### src/rtl/modulus_seq_pkg.sv
// Shared types for the modulus LUT sequencer.
// Holds the FSM state encoding and the default counter width.
package modulus_seq_pkg;

  localparam int ITER_W_DEF = 32;

  typedef enum logic [1:0] {
    ST_IDLE = 2'd0,
    ST_RUN  = 2'd1,
    ST_DONE = 2'd2
  } state_e;

endpackage

### src/rtl/modulus_seq_counter.sv
// Clearable up-counter with a compare against a limit.
// LOOKAHEAD=1 flags the increment that will reach the limit.
module modulus_seq_counter
  import modulus_seq_pkg::*;
#(
  parameter int W         = ITER_W_DEF,
  parameter bit LOOKAHEAD = 1'b0
) (
  input  logic         i_clk,
  input  logic         i_rst,
  input  logic         i_clr,
  input  logic         i_inc,
  input  logic [W-1:0] i_limit,
  output logic [W-1:0] o_count,
  output logic         o_hit
);

  logic [W-1:0] r_count;
  logic [W-1:0] w_plus1;

  always_ff @(posedge i_clk) begin
    if (i_rst || i_clr) begin
      r_count <= '0;
    end else if (i_inc) begin
      r_count <= w_plus1;
    end
  end

  assign w_plus1 = r_count + W'(1);
  assign o_count = r_count;
  assign o_hit   = LOOKAHEAD ? (w_plus1 == i_limit)
                             : (r_count == i_limit);

endmodule

### src/rtl/modulus_lut_sequencer.sv
// Sequences squarer upper-bit words into the modulus LUT chunks.
// Define MODULUS_SEQ_STALL_CNT_EN to add the stall_cycles port.
module modulus_lut_sequencer
  import modulus_seq_pkg::*;
#(
  parameter int BIT_LEN = 51,
  parameter int ITER_W  = ITER_W_DEF
) (
  input  logic              clk_phase,
  input  logic              reset,
  input  logic              start,
  input  logic [ITER_W-1:0] num_iter,
  output logic              busy,
  output logic              done,
  input  logic              in_valid,
  output logic              in_ready,
  input  logic [BIT_LEN-1:0] in_addr,
  output logic              lut_ce,
  output logic              lut_bypass,
  output logic [BIT_LEN-1:0] lut_addr,
  output logic              terms_valid,
  input  logic              terms_ready,
  output logic [ITER_W-1:0] iter_count
`ifdef MODULUS_SEQ_STALL_CNT_EN
  ,
  output logic [ITER_W-1:0] stall_cycles
`endif
);

  state_e            r_state;
  state_e            w_next;
  logic [ITER_W-1:0] r_num_iter;
  logic              r_terms_valid;
  logic [ITER_W-1:0] w_issued;
  logic              w_iss_full;
  logic              w_iter_last;
  logic              w_start_job;
  logic              w_accept;
  logic              w_hs;
  logic              w_run;

  assign w_run       = (r_state == ST_RUN);
  assign w_start_job = (r_state == ST_IDLE) && start;
  assign w_hs        = r_terms_valid && terms_ready;

  // Issue only while the output slot is free or draining this cycle.
  assign in_ready = w_run && !w_iss_full &&
                    (!r_terms_valid || terms_ready);
  assign w_accept = in_valid && in_ready;

  assign lut_ce      = w_accept;
  assign lut_addr    = in_addr;
  assign lut_bypass  = 1'b0;
  assign terms_valid = r_terms_valid;
  assign busy        = (r_state != ST_IDLE);
  assign done        = (r_state == ST_DONE);

  modulus_seq_counter #(
    .W         (ITER_W),
    .LOOKAHEAD (1'b0)
  ) u_issued (
    .i_clk   (clk_phase),
    .i_rst   (reset),
    .i_clr   (w_start_job),
    .i_inc   (w_accept),
    .i_limit (r_num_iter),
    .o_count (w_issued),
    .o_hit   (w_iss_full)
  );

  modulus_seq_counter #(
    .W         (ITER_W),
    .LOOKAHEAD (1'b1)
  ) u_iter (
    .i_clk   (clk_phase),
    .i_rst   (reset),
    .i_clr   (w_start_job),
    .i_inc   (w_hs),
    .i_limit (r_num_iter),
    .o_count (iter_count),
    .o_hit   (w_iter_last)
  );

  always_ff @(posedge clk_phase) begin
    if (reset) begin
      r_state <= ST_IDLE;
    end else begin
      r_state <= w_next;
    end
  end

  always_ff @(posedge clk_phase) begin
    if (reset) begin
      r_num_iter <= '0;
    end else if (w_start_job) begin
      r_num_iter <= num_iter;
    end
  end

  always_ff @(posedge clk_phase) begin
    if (reset) begin
      r_terms_valid <= 1'b0;
    end else if (w_accept) begin
      r_terms_valid <= 1'b1;
    end else if (w_hs) begin
      r_terms_valid <= 1'b0;
    end
  end

  always_comb begin
    w_next = r_state;
    unique case (r_state)
      ST_IDLE: begin
        if (start) begin
          w_next = (num_iter == '0) ? ST_DONE : ST_RUN;
        end
      end
      ST_RUN: begin
        if (w_hs && w_iter_last) begin
          w_next = ST_DONE;
        end
      end
      ST_DONE: w_next = ST_IDLE;
      default: w_next = ST_IDLE;
    endcase
  end

  // issued never exceeds num_iter, so only w_issued's compare is used.
  logic w_unused;
  assign w_unused = ^w_issued;

`ifdef MODULUS_SEQ_STALL_CNT_EN
  logic [ITER_W-1:0] r_stall;

  always_ff @(posedge clk_phase) begin
    if (reset || w_start_job) begin
      r_stall <= '0;
    end else if (w_run && r_terms_valid && !terms_ready) begin
      r_stall <= r_stall + ITER_W'(1);
    end
  end

  assign stall_cycles = r_stall;
`endif

endmodule

### config.mk
export PLATFORM = sky130hd
export DESIGN_NAME = modulus_lut_sequencer
export DESIGN_NICKNAME = d
export VERILOG_FILES = /design/src/rtl/modulus_seq_pkg.sv /design/src/rtl/modulus_seq_counter.sv /design/src/rtl/modulus_lut_sequencer.sv
export SDC_FILE = /design/constraint.sdc
export NUM_CORES = 1
export LEC_CHECK = 0
export ABC_AREA = 1
export BUFFER_PORTS_ARGS = -buffer_cell sky130_fd_sc_hd__buf_4
export CORE_MARGIN = 2
export CORE_UTILIZATION = 53
export DETAILED_ROUTE_END_ITERATION = 6
export PLACE_DENSITY = 0.91
export SLEW_MARGIN = 30
export SYNTH_ARGS = -nofsm -noshare
export SYNTH_HDL_FRONTEND = slang
export SYNTH_HIERARCHICAL = 1
export SYNTH_SLANG_ARGS = --single-unit
### constraint.sdc
create_clock -name clk_phase -period 6.3 [get_ports clk_phase]
set_input_delay 0.945 -clock clk_phase [delete_from_list [all_inputs] [get_ports clk_phase]]
set_output_delay 0.945 -clock clk_phase [all_outputs]
set_load 0.01 [all_outputs]
# Word level (Yosys, flattened, before mapping)
# Cells that the tools add are included.
[totals]
register_bits = 99
latch_bits = 0
ramBits = 0
mem_bits_ro = 0
inputBits = 88
output_inout_bits = 89
elab_cells = 34
n_memories = 0
[op_classes]
add_sub_neg = 2
mul = 0
div_mod_pow = 0
n_lt_le_gt_ge = 0
eq_ne = 6
shifts = 0
n_mux = 6
n_bitwise = 0
n_reduce_logical = 15
[op_table]
columns = ["cell", "n"]
rows = [
  ["$add A32 B1 Y32 const B", 2],
  ["$eq A32 B32 Y1", 2],
  ["$logic_not A32 Y1", 1],
  ["$logic_and A1 B1 Y1", 6],
  ["$mux W2", 3],
  ["$pmux W2 S2", 1],
  ["$reduce_bool A2 Y1", 2],
  ["$eq A2 B1 Y1 const B", 1],
  ["$eq A2 B2 Y1 const B", 1],
  ["$logic_not A1 Y1", 2],
  ["$logic_not A2 Y1", 1],
  ["$logic_or A1 B1 Y1", 2],
  ["$mux W1", 2],
  ["$ne A2 B1 Y1 const B", 1],
  ["$ne A2 B2 Y1 const B", 1],
  ["$reduce_and A2 Y1", 1],
]

# Longest topological paths before layout
[depth]
ltp_word = 6
depth_mapped = 20
depth_no_buf = 20

# Modules after synthesis
# The synthesis kept the hierarchy.
[modules_own_cells]
columns = ["module", "instances", "cells_each", "area_per_inst_um2", "seq_area_each_um2"]
rows = [
  ["modulus_seq_counter at u_iter", 1, 505, 2870.3, 640.6],
  ["modulus_seq_counter at u_issued", 1, 342, 2188.3, 640.6],
  ["modulus_lut_sequencer", 1, 247, 1839.3, 700.7],
]

# Least setup slack after synthesis
# No wires, ideal clock.
[synth_path]
kind = "in2reg"
start = "in terms_ready"
end = "reg u_issued.r_count[10], in the netlist u_issued/o_count[10]"
setup_ns = 0.113
arrival_ns = 2.283
t_required_ns = 6.187
setup_slack_ns = 3.904
path_stages = 11
n_path_buf = 1
path_cell_list = "nor2_1 nor3_2 and2_2 buf_4 nand2_1 nor2_4 nand3b_2 nor2_2 inv_1 o21ai_1 nor2_1"
[synth_between]
elab_chain_cells = 3
[synth_rtl]
columns = ["element", "line_no", "text"]
rows = [
  ["from (decl)", "modulus_lut_sequencer.sv:22", "input logic terms_ready,"],
  ["$logic_or A1 B1 Y1", "modulus_lut_sequencer.sv:48", "(!r_terms_valid || terms_ready);"],
  ["$logic_and A1 B1 Y1", "modulus_lut_sequencer.sv:47", "assign in_ready = w_run && !w_iss_full &&"],
  ["via in_ready", "modulus_lut_sequencer.sv:16", "output logic in_ready,"],
  ["$logic_and A1 B1 Y1", "modulus_lut_sequencer.sv:49", "assign w_accept = in_valid && in_ready;"],
  ["via lut_ce", "modulus_lut_sequencer.sv:18", "output logic lut_ce,"],
  ["to (signal assigned)", "modulus_seq_counter.sv:25", "r_count <= w_plus1;"],
  ["to (decl)", "modulus_seq_counter.sv:18", "logic [W-1:0] r_count;"],
]
# The timed path passes the listed nets, and every way through them passes these cells.
# A chain may end at the register's enable or synchronous reset.

# Worst setup path in the final report
[layout_path]
start = "reg u_issued.r_count[20], in the netlist u_issued/o_count[20]"
end = "out lut_ce"
[layout_between]
elab_chain_cells = 5
[layout_rtl]
columns = ["element", "line_no", "text"]
rows = [
  ["$eq A32 B32 Y1", "modulus_seq_counter.sv:32", ": (r_count == i_limit);"],
  ["via w_iss_full", "modulus_lut_sequencer.sv:35", "logic w_iss_full;"],
  ["$logic_not A1 Y1", "modulus_lut_sequencer.sv:47", ""],
  ["$logic_and A1 B1 Y1 (2 in series)", "modulus_lut_sequencer.sv:47", ""],
  ["$logic_and A1 B1 Y1", "modulus_lut_sequencer.sv:49", ""],
  ["to (decl)", "modulus_lut_sequencer.sv:18", ""],
]
# The timed path passes the listed nets, and every way through them passes these cells.

==> impl_metrics.csv <==
group,metric,value,unit
global_routing,track_usage,0.2517,
clock_tree,clock-sinks,99,
clock_tree,clkTransAtPathRegs,0.07,ns
placed_design,hpwlAfterDp,13510,um
global_routing,grt_pass1_vias,6199,
worst_hold_path,hold_end,"u_issued/o_count[1]",
global_routing,grt_pass1_wl,28590,um
critical_path,r2r_cells,17,
logic_synthesis,netlist_instances,1094,
routing,vias_per_cell,5.316,
worst_hold_path,holdPathStages,2,
job,max-cap-violations,0,
timing,rsz0062_at_grt,"false",
power_and_ir_drop,ir_worst_vdd,0.1322,mV
clock_tree,cts_made_buffers,9,
logic_synthesis,syn_nets,1184,
die,start_util,0.5444,
timing,slew_headroom,0.3628,
timing,hold-worst-slack,0.5157,ns
global_routing,grt_max_degree,39,
clock_tree,holdBufCountCts,0,
layout,stdcell_area,7432,um2
routing,drcViolationCount,0,
routing,wirelength,17670,um
timing,max_freq,324.3,MHz
timing,worst_pin_slew,0.9500,ns
layout,layout_common_cells,"249 x nand2_1, 206 x nor2_1, 137 x inv_1, 99 x dfxtp_1, 83 x nand3_1",
critical_path,cp-end-kind,"output pin",
critical_path,worstPathMaxFanout,10,
logic_synthesis,avgSynthCellArea,6.305,um2
routing,drtPass1Iterations,6,
critical_path,critPathArrivalTime,2.14,ns
power_and_ir_drop,cellLeakagePower,3.641,nW
critical_path,critPathRequiredTime,5.35,ns
routing,drt_iter0_markers,602,
critical_path,regToRegSetupSlack,3.51,ns
timing,skew,0.007297,ns
logic_synthesis,yosysTopAreaCell,"dfxtp_1",
critical_path,startpoint_type,"flip-flop",
die,fp.dieW,118.1,um
routing,via_count,6820,
die,coreArea,12670,um2
logic_synthesis,yosysSeqAreaShare,0.2873,
clock_tree,cts.path.max_buffers,2,
routing,wire_per_inst,13.77,um
timing,min_period,3.084,ns
clock_tree,worstSkewPairLatency,0.36,ns
die,die_y,118.1,um
clock_tree,cts_tree,"built",
logic_synthesis,netlist.area_leader.share,0.2873,
power_and_ir_drop,total_power,0.001423,W
critical_path,rr_startpoint,"u_iter/o_count[0]",
clock_tree,postCtsSetupBuffers,0,
layout,layout_commonest_cell,"nand2_1",
worst_hold_path,worstHoldStart,"u_issued/o_count[1]",
placed_design,place.gp.congestion,0.9478,
timing,post-route-period-util,0.4894,
timing,finalSetupViolCount,0,
clock_tree,cts_max_level,3,
power_and_ir_drop,p_per_area,191.5,nW/um2
placed_design,placedInstanceArea,7148,um2
logic_synthesis,yosysUniqueCellTypes,39,
critical_path,worstSetupPathType,"reg -> out",
die,rows,41,
clock_tree,cts_root_buf,"clkbuf_16",
layout,final_net_count,1196,
die,io_pins,177,
logic_synthesis,synth.area.top_cells,"dfxtp_1 29%, nand2_1 14%, nor2_1 11%, inv_1 7.5%, nand3_1 6.0%",
die,die_area,13940,um2
global_routing,grt_overflow,0,
layout,drive_above_1_share,0.1314,
outcome,status,"finished clean",
global_routing,antenna_found_initial,0,
clock_tree,postCtsResizedCells,0,
timing,drv_slew,0,
layout,fin_util,0.5866,
timing,finalHoldViolCount,0,
worst_hold_path,min_path_type,"reg -> reg",
layout,area_delta_synth_final,7.745,%
logic_synthesis,netlist_area,6898,um2
layout,insertedDiodeCount,0,
logic_synthesis,ys_warn_count,6,
routing,antenna_left,0,
timing,tns,0,ns
critical_path,r2r-end,"r_state[1]",
placed_design,port_buffers,73,
logic_synthesis,synth-seq-cells,99,
==> worst max path at each step <==
| stage | from | to | slack, ns | depth (start not counted) |
|---|---|---|---|---|
| 2_1_floorplan | terms_ready | u_issued/o_count[10] | 3.90 | 11 |
| 3_3_place_gp | start | u_iter/o_count[21] | 2.89 | 8 |
| 3_5_place_dp | start | u_iter/o_count[4] | 2.77 | 8 |
| 4_1_cts | start | u_iter/o_count[4] | 3.14 | 8 |
| 5_1_grt | u_issued/o_count[20] | lut_ce | 3.09 | 9 |
| 6_report | u_issued/o_count[20] | lut_ce | 3.22 | 9 |
==> synth_stat cells <==
master / n
xor2_1: 32
o21ai_1: 11
o21ai_2: 1
xnor2_1: 5
conb_1: 1
buf_6: 6
nand2_4: 5
nor2_4: 9
and2_1: 3
a21oi_1: 42
inv_1: 138
clkbuf_1: 12
nor3_2: 2
nand3b_1: 5
nand3b_2: 1
nand4_1: 10
nor2_2: 13
nand3_1: 83
buf_2: 2
nor2_8: 7
nor2_1: 207
xor3_1: 1
nand2_1: 249
o2111ai_1: 1
ha_1: 2
a21oi_2: 1
nor3_1: 6
dfxtp_1: 99
nand2_2: 8
buf_4: 53
o211ai_1: 8
nand3_2: 2
xnor3_1: 2
and2_2: 1
o21ai_0: 57
clkinv_1: 1
inv_2: 5
nand3_4: 1
a211oi_1: 2
==> layer usage <==
| metal | GRT usage | vias up | wire length (um) |
|---|---|---|---|
| met5 | 0 | - | 0 |
| met4 | 0.1235 | 0 | 694 |
| met3 | 0.05233 | 49 | 1145 |
| met2 | 0.4140 | 244 | 8294 |
| met1 | 0.3121 | 3125 | 7531 |
| li1 | - | 3402 | - |
==> flip-flops by register name, summed over array words and instances (netlist names) <==
name / count
r_state: 2
u_iter/o_count: 32
r_num_iter: 32
terms_valid: 1
u_issued/o_count: 32
==> logic make-up after synthesis <==
logic type | after synthesis | synth area share
fa+ha+maj | 2 | 0.003627
buf+inv | 217 | 0.1538
compound gates | 123 | 0.09450
xor+xnor | 40 | 0.05696
simple gates | 612 | 0.4032
flops | 99 | 0.2873
other cells | 1 | 0.0005436
==> final cells by class <==
cell class / instances / area [um2]
timing repair buffer: 74 / 555.5
multi-input combinational: 778 / 3857
clock buffer: 12 / 256.5
fill: 1165 / 5239
sequential: 99 / 1982
clock inverter: 4 / 25.02
tap: 172 / 215.2
inverter: 144 / 540.5
==> worst max-delay path, stage by stage, from the launching register on <==
cell and delay, ns:
dfxtp_1 0.47, xor2_1 0.20, nor2_1 0.08, nand2_1 0.06, nor2_1 0.05, nand2_1 0.06, nor2_1 0.06, nor3_2 0.29
and2_2 0.34, buf_4 0.16
==> power breakdown <==
group          leakage, nW  internal (W)  switching, W
Clock                0.135      0.000288      0.000247
Combinational         2.70     0.0000816      0.000117
Sequential           0.806      0.000652     0.0000385
==> stage by stage <==
stage | setup WS (ns) | std cells
finish | 3.216 | 1283
global route | 3.087 | 1283
CTS | 3.140 | 1283
detailed placement | 2.775 | 1267
global placement | 2.886 | 1267
floorplan | 3.904 | 1094
(Power assumes the default switching activity.)
